`src/rtl/controller_serial_reader_if.sv`:
```
// Pad-side and register-side signals of the joypad serial front end.
// master: the reader (drives latch/pulse, presents buttons).
// slave:  the controller pad plus the downstream joypad register block.
interface controller_serial_reader_if;
    logic       I_DATA;
    logic       O_LATCH;
    logic       O_PULSE;
    logic [7:0] O_BUTTONS;
    logic       O_VALID;

    modport master (
        input  I_DATA,
        output O_LATCH,
        output O_PULSE,
        output O_BUTTONS,
        output O_VALID
    );

    modport slave (
        output I_DATA,
        input  O_LATCH,
        input  O_PULSE,
        input  O_BUTTONS,
        input  O_VALID
    );
endinterface

```
`src/rtl/controller_serial_reader.sv`:
```
// controller_serial_reader: scans an NES-style shift-register pad
// (latch / pulse / data) every POLL_CYCLES clocks and presents the eight
// buttons as an active-high vector (bit 7 START .. bit 0 RIGHT).
// Optional macro CONTROLLER_DEBOUNCE_EN: O_BUTTONS only updates when two
// consecutive scans agree.
module controller_serial_reader #(
    parameter int LATCH_CYCLES = 396,
    parameter int HALF_CYCLES  = 198,
    parameter int POLL_CYCLES  = 33333
) (
    input  logic                        I_CLK,
    input  logic                        I_RESET_L,
    controller_serial_reader_if.master  bus
);
    localparam int TMAX   = (LATCH_CYCLES > HALF_CYCLES) ? LATCH_CYCLES : HALF_CYCLES;
    localparam int TIM_W  = $clog2(TMAX + 1);
    localparam int POLL_W = $clog2(POLL_CYCLES + 1);

    typedef enum logic [2:0] {IDLE, LATCH, GAP, PHI, PLO, DONE} state_t;

    state_t             state_q, state_d;
    logic [TIM_W-1:0]   timer_q, timer_d;
    logic [POLL_W-1:0]  poll_q, poll_d;
    logic [2:0]         bit_q, bit_d;
    logic               sync1_q, sync2_q;
    logic [7:0]         sr_q, sr_d;
    logic [7:0]         buttons_q, buttons_d;
    logic               latch_q, latch_d;
    logic               pulse_q, pulse_d;
    logic               valid_q, valid_d;
    logic               timer_done, poll_expired, sample_en;
    logic [7:0]         scan;
`ifdef CONTROLLER_DEBOUNCE_EN
    logic [7:0]         raw_q, raw_d;
`endif

    assign timer_done   = (timer_q == '0);
    assign poll_expired = (poll_q == '0);
    assign sample_en    = timer_done && ((state_q == GAP) || (state_q == PLO));

    // State register plus all datapath flops; reset returns every flop to its idle value
    always_ff @(posedge I_CLK) begin
        if (!I_RESET_L) begin
            state_q   <= IDLE;
            timer_q   <= '0;
            poll_q    <= '0;
            bit_q     <= '0;
            sync1_q   <= 1'b1;
            sync2_q   <= 1'b1;
            sr_q      <= '0;
            buttons_q <= '0;
            latch_q   <= 1'b0;
            pulse_q   <= 1'b0;
            valid_q   <= 1'b0;
`ifdef CONTROLLER_DEBOUNCE_EN
            raw_q     <= '0;
`endif
        end else begin
            state_q   <= state_d;
            timer_q   <= timer_d;
            poll_q    <= poll_d;
            bit_q     <= bit_d;
            sync1_q   <= bus.I_DATA;
            sync2_q   <= sync1_q;
            sr_q      <= sr_d;
            buttons_q <= buttons_d;
            latch_q   <= latch_d;
            pulse_q   <= pulse_d;
            valid_q   <= valid_d;
`ifdef CONTROLLER_DEBOUNCE_EN
            raw_q     <= raw_d;
`endif
        end
    end

    // Next-state logic; DONE chains straight into LATCH when the poll period is already over
    always_comb begin
        state_d = state_q;
        case (state_q)
            IDLE:  if (poll_expired) state_d = LATCH;
            LATCH: if (timer_done)   state_d = GAP;
            GAP:   if (timer_done)   state_d = PHI;
            PHI:   if (timer_done)   state_d = PLO;
            PLO:   if (timer_done)   state_d = (bit_q == 3'd7) ? DONE : PHI;
            DONE:  state_d = poll_expired ? LATCH : IDLE;
            default: state_d = IDLE;
        endcase
    end

    // Phase timer, poll counter and bit index; all reload on state entry and never wrap
    always_comb begin
        timer_d = timer_q;
        poll_d  = poll_q;
        bit_d   = bit_q;
        if (state_d != state_q) begin
            case (state_d)
                LATCH:       timer_d = TIM_W'(LATCH_CYCLES - 1);
                GAP, PHI, PLO: timer_d = TIM_W'(HALF_CYCLES - 1);
                default:     timer_d = '0;
            endcase
        end else if (!timer_done) begin
            timer_d = timer_q - 1'b1;
        end
        if ((state_d == LATCH) && (state_q != LATCH)) begin
            poll_d = POLL_W'(POLL_CYCLES - 1);
        end else if (!poll_expired) begin
            poll_d = poll_q - 1'b1;
        end
        if ((state_d == LATCH) && (state_q != LATCH)) begin
            bit_d = '0;
        end else if (sample_en && (bit_q != 3'd7)) begin
            bit_d = bit_q + 1'b1;
        end
    end

    // Capture the inverted synchronized bit in wire order, remap to button order, update outputs
    always_comb begin
        sr_d = sr_q;
        if (sample_en) begin
            sr_d[bit_q] = ~sync2_q;
        end
        // wire order A,B,SELECT,START,UP,DOWN,LEFT,RIGHT -> bits 4,5,6,7,2,3,1,0
        scan = {sr_d[3], sr_d[2], sr_d[1], sr_d[0], sr_d[5], sr_d[4], sr_d[6], sr_d[7]};

        buttons_d = buttons_q;
`ifdef CONTROLLER_DEBOUNCE_EN
        raw_d = raw_q;
        if (state_d == DONE) begin
            raw_d = scan;
            if (scan == raw_q) begin
                buttons_d = scan;
            end
        end
`else
        if (state_d == DONE) begin
            buttons_d = scan;
        end
`endif
        latch_d = (state_d == LATCH);
        pulse_d = (state_d == PHI);
        valid_d = (state_d == DONE);
    end

    assign bus.O_LATCH   = latch_q;
    assign bus.O_PULSE   = pulse_q;
    assign bus.O_VALID   = valid_q;
    assign bus.O_BUTTONS = buttons_q;
endmodule

```
`src/flat_wrapper.sv`:
```
// flat-port wrapper written by rule: the top's interface ports become plain ports
module controller_serial_reader_flat 
#(
    parameter int LATCH_CYCLES = 396,
    parameter int HALF_CYCLES  = 198,
    parameter int POLL_CYCLES  = 33333
)
  (I_CLK, I_RESET_L, bus_I_DATA, bus_O_LATCH, bus_O_PULSE, bus_O_BUTTONS, bus_O_VALID);
  controller_serial_reader_if bus_i ();
  input  logic I_CLK;
  input  logic I_RESET_L;
  input wire logic [$bits(bus_i.I_DATA)-1:0] bus_I_DATA;
  output wire logic [$bits(bus_i.O_LATCH)-1:0] bus_O_LATCH;
  output wire logic [$bits(bus_i.O_PULSE)-1:0] bus_O_PULSE;
  output wire logic [$bits(bus_i.O_BUTTONS)-1:0] bus_O_BUTTONS;
  output wire logic [$bits(bus_i.O_VALID)-1:0] bus_O_VALID;
  assign bus_i.I_DATA = bus_I_DATA;
  assign bus_O_LATCH = bus_i.O_LATCH;
  assign bus_O_PULSE = bus_i.O_PULSE;
  assign bus_O_BUTTONS = bus_i.O_BUTTONS;
  assign bus_O_VALID = bus_i.O_VALID;
  controller_serial_reader #(.LATCH_CYCLES(LATCH_CYCLES), .HALF_CYCLES(HALF_CYCLES), .POLL_CYCLES(POLL_CYCLES)) u_core (.I_CLK(I_CLK), .I_RESET_L(I_RESET_L), .bus(bus_i));
endmodule
```
`config.mk`:
```
export PLATFORM = sky130hd
export DESIGN_NAME = controller_serial_reader_flat
export DESIGN_NICKNAME = d
export VERILOG_FILES = /design/src/rtl/controller_serial_reader_if.sv /design/src/rtl/controller_serial_reader.sv /design/src/flat_wrapper.sv
export SDC_FILE = /design/constraint.sdc
export NUM_CORES = 1
export LEC_CHECK = 0
export CAP_MARGIN = 5
export CORE_MARGIN = 2
export CORE_UTILIZATION = 45
export DETAILED_ROUTE_END_ITERATION = 10
export PLACE_DENSITY = 0.74
export RECOVER_POWER = 100
export SLEW_MARGIN = 20
export SYNTH_ARGS = -nofsm -noshare
export SYNTH_HDL_FRONTEND = slang
export SYNTH_SLANG_ARGS = --single-unit
```
`constraint.sdc`:
```
create_clock -name I_CLK -period 2.7 [get_ports I_CLK]
set_input_delay 0.54 -clock I_CLK [delete_from_list [all_inputs] [get_ports I_CLK]]
set_output_delay 0.54 -clock I_CLK [all_outputs]
set_load 0.05 [all_outputs]
```
==> impl_metrics.py <==
metrics = {
    "timing": {
        "setup_viol": 0,
        "period_share_pct": 86.6,
        "slew_headroom_pct": 41.9,
        "fin_skew_ps": 6.71,
        "fin_tns_setup_ps": 0,
        "period_needed_ps": 2340,
        "rsz0062_at_grt": "false",
        "final-hold-violation-count": 0,
        "tightest_slew_ps": 872,
        "report.final.slew_viol_count": 0,
        "max_freq_mhz": 427,
    },
    "detailed_routing": {
        "dr.pass1.iters": 4,
        "detail_route.vias_per_cell": 5.78,
        "wl_um": 5460,
        "drtIter0Drc": 111,
        "vias": 2196,
        "antenna_left": 0,
        "routedWlPerCell_um": 14.4,
        "drc": 0,
    },
    "yosys": {
        "synth_area_leaders": "dfxtp_1 40%, nor2_1 6.0%, mux2i_1 4.6%",
        "synthArstFlopShare_pct": 0,
        "ys_types": 52,
        "synth_seq_cells": 52,
        "netlist_instances": 295,
        "post-synth-top-count-cell": "dfxtp_1",
        "synth_edf_count": 0,
        "synth.avg_cell_area_um2": 8.84,
        "synth_commonest_cells": "52 x dfxtp_1, 42 x nor2_1, 16 x nand2_1",
        "yosysTopAreaCell": "dfxtp_1",
        "synth_top_area_share_pct": 39.9,
        "synth_ff_type": "dfxtp_1",
        "syn_nets": 304,
        "yosysSeqAreaShare_pct": 39.9,
        "yosys_warnings": 0,
        "netlist_area_um2": 2610,
    },
    "run_status": {
        "status": "finished, final reports clean",
    },
    "clocking": {
        "ctsHoldBuffers": 0,
        "clock_latency_ps": 300,
        "cts_root_buf": "clkbuf_8",
        "clock_path_buffers": 2,
        "post_cts_buffers": 0,
        "cts.sink_count": 52,
        "cts_buffers": 5,
        "cts.clk_slew.worst_paths_ps": 90,
        "htreeDepth": 2,
        "cts_tree": "built",
        "cts_resized": 0,
    },
    "floorplanning": {
        "die_area_um2": 6420,
        "core_um2": 5540,
        "pin_count": 14,
        "die_w_um": 80.1,
        "rows": 27,
        "start_util_pct": 47.1,
        "die_y_um": 80.1,
    },
    "setup_path": {
        "r2r-end": "u_core.poll_q[12]",
        "worstPathRequired_ps": 2930,
        "r2r_cells": 8,
        "worstReg2RegStart": "u_core.poll_q[1]",
        "crit_path_max_fanout": 7,
        "critPathLaunchType": "flip-flop",
        "path_class": "reg -> reg",
        "r2r_slack_ps": 360,
        "worst-endpoint-arrival_ps": 2570,
        "end_kind": "flip-flop",
    },
    "grt": {
        "grt_first_pass_wirelength_um": 8830,
        "overflow": 0,
        "grt_pass1_vias": 1927,
        "antenna_found_initial": 0,
        "grt_use_total_pct": 17.5,
        "grt_max_degree": 22,
    },
    "finish": {
        "fillers": 519,
        "drive_above_1_share_pct": 7.79,
        "num-nets-final": 317,
        "syn_to_final_growth_pct": 10.2,
        "register_area_um2": 1040,
        "n_antenna_cell": 0,
        "multiInputGateArea_um2": 1450,
        "fin_area_um2": 2880,
    },
    "power_and_ir_drop": {
        "power.total_uw": 3210,
        "leakage_uw": 0.00114,
        "vdd_drop_max_mv": 0.580,
        "powerDensity_nw_per_um2": 1120,
    },
    "placed_design": {
        "portBuffers": 13,
        "place.detailed.hpwl_um": 3870,
        "finalWeightedCongestion": 0.845,
        "dpl_cell_area_um2": 2810,
    },
    "job": {
        "max_cap_violations": 0,
    },
    "worst_hold_path": {
        "hold_end": "u_core.sync2_q",
        "hold_path_depth": 1,
        "hold_path_class": "reg -> reg",
        "hold_start": "u_core.sync1_q",
    },
}
layout make-up:
| class | count | area share (%) |
|---|---|---|
| well taps | 72 | 3.13 |
| clock inverters | 2 | 0.435 |
| flip-flops and latches | 52 | 36.2 |
| multi-input cells | 219 | 50.4 |
| inverters | 9 | 1.17 |
| repair buffers | 21 | 6.27 |
| clock buffers | 5 | 2.39 |
critical path, stage by stage (launching register included):
cell and delay [ps]:
dfxtp_1 420, inv_1 90, ha_1 180, nor3b_1 150, nand4_1 260, clkbuf_1 280, nand3_1 270, or4_1 460
a21oi_1 150
per-layer routing:
metal	vias to the layer above	global-route usage [%]	wire (um)
met3	8	3.37	138
met4	0	6.78	87
li1	1105	-	-
met5	-	0	0
met1	1046	22.5	2690
met2	37	28.7	2540
worst max path at each step:
stage               cells past startpoint               from                      end  slack, ps
finish                                  8   u_core.poll_q[1]        u_core.poll_q[12]        360
global route                            7   u_core.poll_q[0]        u_core.timer_q[8]        170
global placement                        7   u_core.poll_q[0]        u_core.timer_q[8]        450
floorplan                               7  u_core.timer_q[0]  u_core.bus.O_BUTTONS[5]        660
CTS                                     7  u_core.timer_q[0]  u_core.bus.O_BUTTONS[6]        440
detailed placement                      7  u_core.timer_q[0]  u_core.bus.O_BUTTONS[6]        460
logic make-up after synthesis:
| family | after synthesis | synth area share, % |
|---|---|---|
| buf+inv | 24 | 4.41 |
| mux | 12 | 4.60 |
| compound gates | 58 | 15.1 |
| xor+xnor | 16 | 5.37 |
| fa+ha+maj | 6 | 2.88 |
| simple gates | 127 | 27.7 |
| flops | 52 | 39.9 |
power by group:
group	total, uW	switching [uW]	internal, uW	leakage (uW)
Combinational	1640	974	670	0.000680
Sequential	1140	203	938	0.000424
Clock	424	248	176	0.0000400
sequential cells by signal, summed over array words and instances, names as in the netlist:
signal                count
u_core.bit_q              3
u_core.bus.O_BUTTONS      8
u_core.bus.O_LATCH        1
u_core.bus.O_PULSE        1
u_core.bus.O_VALID        1
u_core.poll_q            16
u_core.sr_q               8
u_core.state_q            3
u_core.sync1_q            1
u_core.sync2_q            1
u_core.timer_q            9
layout by cell type, fill, tap and decap left out, types with 3 or more instances in the layout:
master,synthesis,final
a211oi_1,6,6
a21oi_1,12,12
buf_4,0,5
clkbuf_8,0,5
dfxtp_1,52,52
dlygate4sd3_1,0,12
ha_1,6,6
inv_1,9,9
mux2i_1,12,12
nand2_1,16,16
nand2b_1,3,3
nand3_1,10,10
nand4_1,5,5
nand4b_1,4,4
nor2_1,42,42
nor3_1,13,13
nor4_2,4,4
o21ai_0,13,13
o31a_1,3,3
o31ai_1,7,7
or3_1,3,3
or4_1,6,6
xnor2_1,7,7
xor2_1,9,9
metrics by stage:
step	hold WS [ps]	setup WS, ps	util, %	instances
6_report	431	361	51.9	380
5_1_grt	446	167	51.9	380
4_1_cts	444	436	52.1	380
3_5_place_dp	420	456	50.7	373
3_3_place_gp	393	450	50.7	373
2_1_floorplan	386	663	-	295
Power figures use the tool's default switching activity.
==> RTL edit (config.mk and constraints unchanged) <==
The option `CONTROLLER_DEBOUNCE_EN` is turned on by a define.
--- a/src/rtl/controller_serial_reader.sv
+++ b/src/rtl/controller_serial_reader.sv
@@ -3,6 +3,8 @@
 // buttons as an active-high vector (bit 7 START .. bit 0 RIGHT).
 // Optional macro CONTROLLER_DEBOUNCE_EN: O_BUTTONS only updates when two
 // consecutive scans agree.
+`define CONTROLLER_DEBOUNCE_EN
+
 module controller_serial_reader #(
     parameter int LATCH_CYCLES = 396,
     parameter int HALF_CYCLES  = 198,
Check against the original RTL: same outputs for any inputs over 10 cycles, from zero or initial values and one cycle with I_RESET_L low; that may be too few to reach the edited logic, so the function may still have changed.
==> RTL edit against the unedited design <==
Via count is 22% higher; clock power is 130% higher; count of clock-buffer cells in the layout is 5 higher; wire length is 21% higher; power is 14% higher; worst setup slack worse by 240 ps; sequential cell count is 8 higher; final area is 27% higher; area after synthesis is 20% higher; non-clock buffer count is 11 higher; highest routed layer unchanged; combinational power is 10% lower; hold slack worse by 20 ps.
==> RTL edit: results (changes against the unedited design) <==
** Finish
- Filler instances :: 623 (was 519)
- The number of nets at the end of the flow was 403 (was 317).
- Final non-filler cell total :: 478 (was 380)

** Global routing
- GR Layer Usage met1 :: 24.4% (was 22.5%)
- First-pass GRT wire length :: 11,100 um (was 8830 um)
- Pin count of the biggest net entering global routing :: 26 (was 22)
- The overall global routing resource usage came to 18.7% (was 17.5%).
- The number of global-route vias before repair is 2,463 (was 1,927).
- The global-route met2 utilization came to 29.5% (was 28.7%).
- The global routing usage on met3 is 4.45% (was 3.37%).

** Clocking
- Clock latency on the worst-skew pair :: 340 ps (was 300 ps)
- Number of clock buffers inserted by TritonCTS :: 9 (was 5)

** Critical path
- The endpoint of the most critical setup path is u_core.bus.O_BUTTONS[2]$_SDFFE_PN0P_ (was u_core.poll_q[12]$_SDFFE_PP0P_).
- Worst reg2reg path depth :: 7 (was 8)
- Critical path's slowest cell :: or4_4 (was or4_1)

** Power and ir drop
- Static power due to leakage :: 0.00155 uW (was 0.00114 uW)

** Yosys
- The post-synthesis cell type count is 59 (was 52).
- Area share of the largest cell type after synthesis :: 38.5% (was 39.9%)
- Leading post-synthesis cells by instance count :: 60 x dfxtp_1, 48 x nand2_1, 32 x nor2_1 (was 52 x dfxtp_1, 42 x nor2_1, 16 x nand2_1)

** Placed design
- The final HPWL from detailed placement came to 4740 um (was 3870 um).
- The global placement routability congestion was 0.852 (was 0.845).
- Number of placed instances with taps included :: 461 (was 373)

** Route
- The via-per-instance ratio was 5.61 (was 5.78).
- The sum of met2 wire segment lengths after detailed routing came to 3140 um (was 2540 um).
- Met3 WL :: 253 um (was 138 um)
- The detail-routed net length per standard cell is 13.8 um (was 14.4 um).

** Timing
- The worst hold slack after final layout came to 411 ps (was 431 ps).
- Setup Skew :: 8.26 ps (was 6.71 ps)

** Run status
- Run status: completed (unchanged).
[RTL edit: changes by cell type after synthesis, sizes merged, moves of 8 or more]
cell | unedited run | this run
inv | 9 | 18
nor2 | 42 | 32
a21oi | 14 | 22
nand2 | 16 | 49
xnor2 | 7 | 18
dfxtp | 52 | 60
[RTL edit: area by class of cell]
type | count | area (um2) | share of cell area [%]
multi-input combinational | 272 | 1770 | 48.5
sequential | 60 | 1200 | 32.9
timing repair buffer | 32 | 273 | 7.46
clock buffer | 10 | 138 | 3.77
clock inverter | 5 | 100 | 2.74
tap | 80 | 100 | 2.74
inverter | 19 | 71.3 | 1.95
[RTL edit: repair_timing]
item,CTS,global route
resized for setup,0,6
pin swaps,2,1
setup endpoints to repair,4,8
gates cloned,0,0
setup buffers,0,2
[RTL edit: worst register-to-register path: cells and delay by family, from the launching register on]
kind / cells / cell delay (ps)
AO/OA/AOI/OAI: 1 / 120
flip-flops: 1 / 380
AND/OR/NAND/NOR: 3 / 1430
multiplexers: 2 / 380
buffers and inverters: 1 / 160
[RTL edit: metrics by stage]
stage | utilization (%) | total power, uW | setup slack, ps | instance area, um2
floorplan | - | 2290 | 120 | 3120
global placement | 50.2 | 2620 | 61.5 | 3390
detailed placement | 50.2 | 2650 | 0.742 | 3390
CTS | 53.7 | 3630 | 48.3 | 3630
global route | 54.1 | 3920 | -23.0 | 3650
finish | 54.1 | 3660 | 118 | 3650
[RTL edit: power breakdown]
part           leakage (uW)  total [uW]  switching, uW  internal [uW]
Clock              0.000122         968            338            630
Combinational      0.000939        1470            822            651
Sequential         0.000489        1210            170           1040
Total               0.00155        3660           1330           2330
[RTL edit: cells by family after synthesis]
logic type | share of synthesized area (%)
compound gates | 13.6
xor+xnor | 8.94
fa+ha+maj | 2.41
buf+inv | 5.09
flops | 38.5
mux | 5.05
simple gates | 26.4
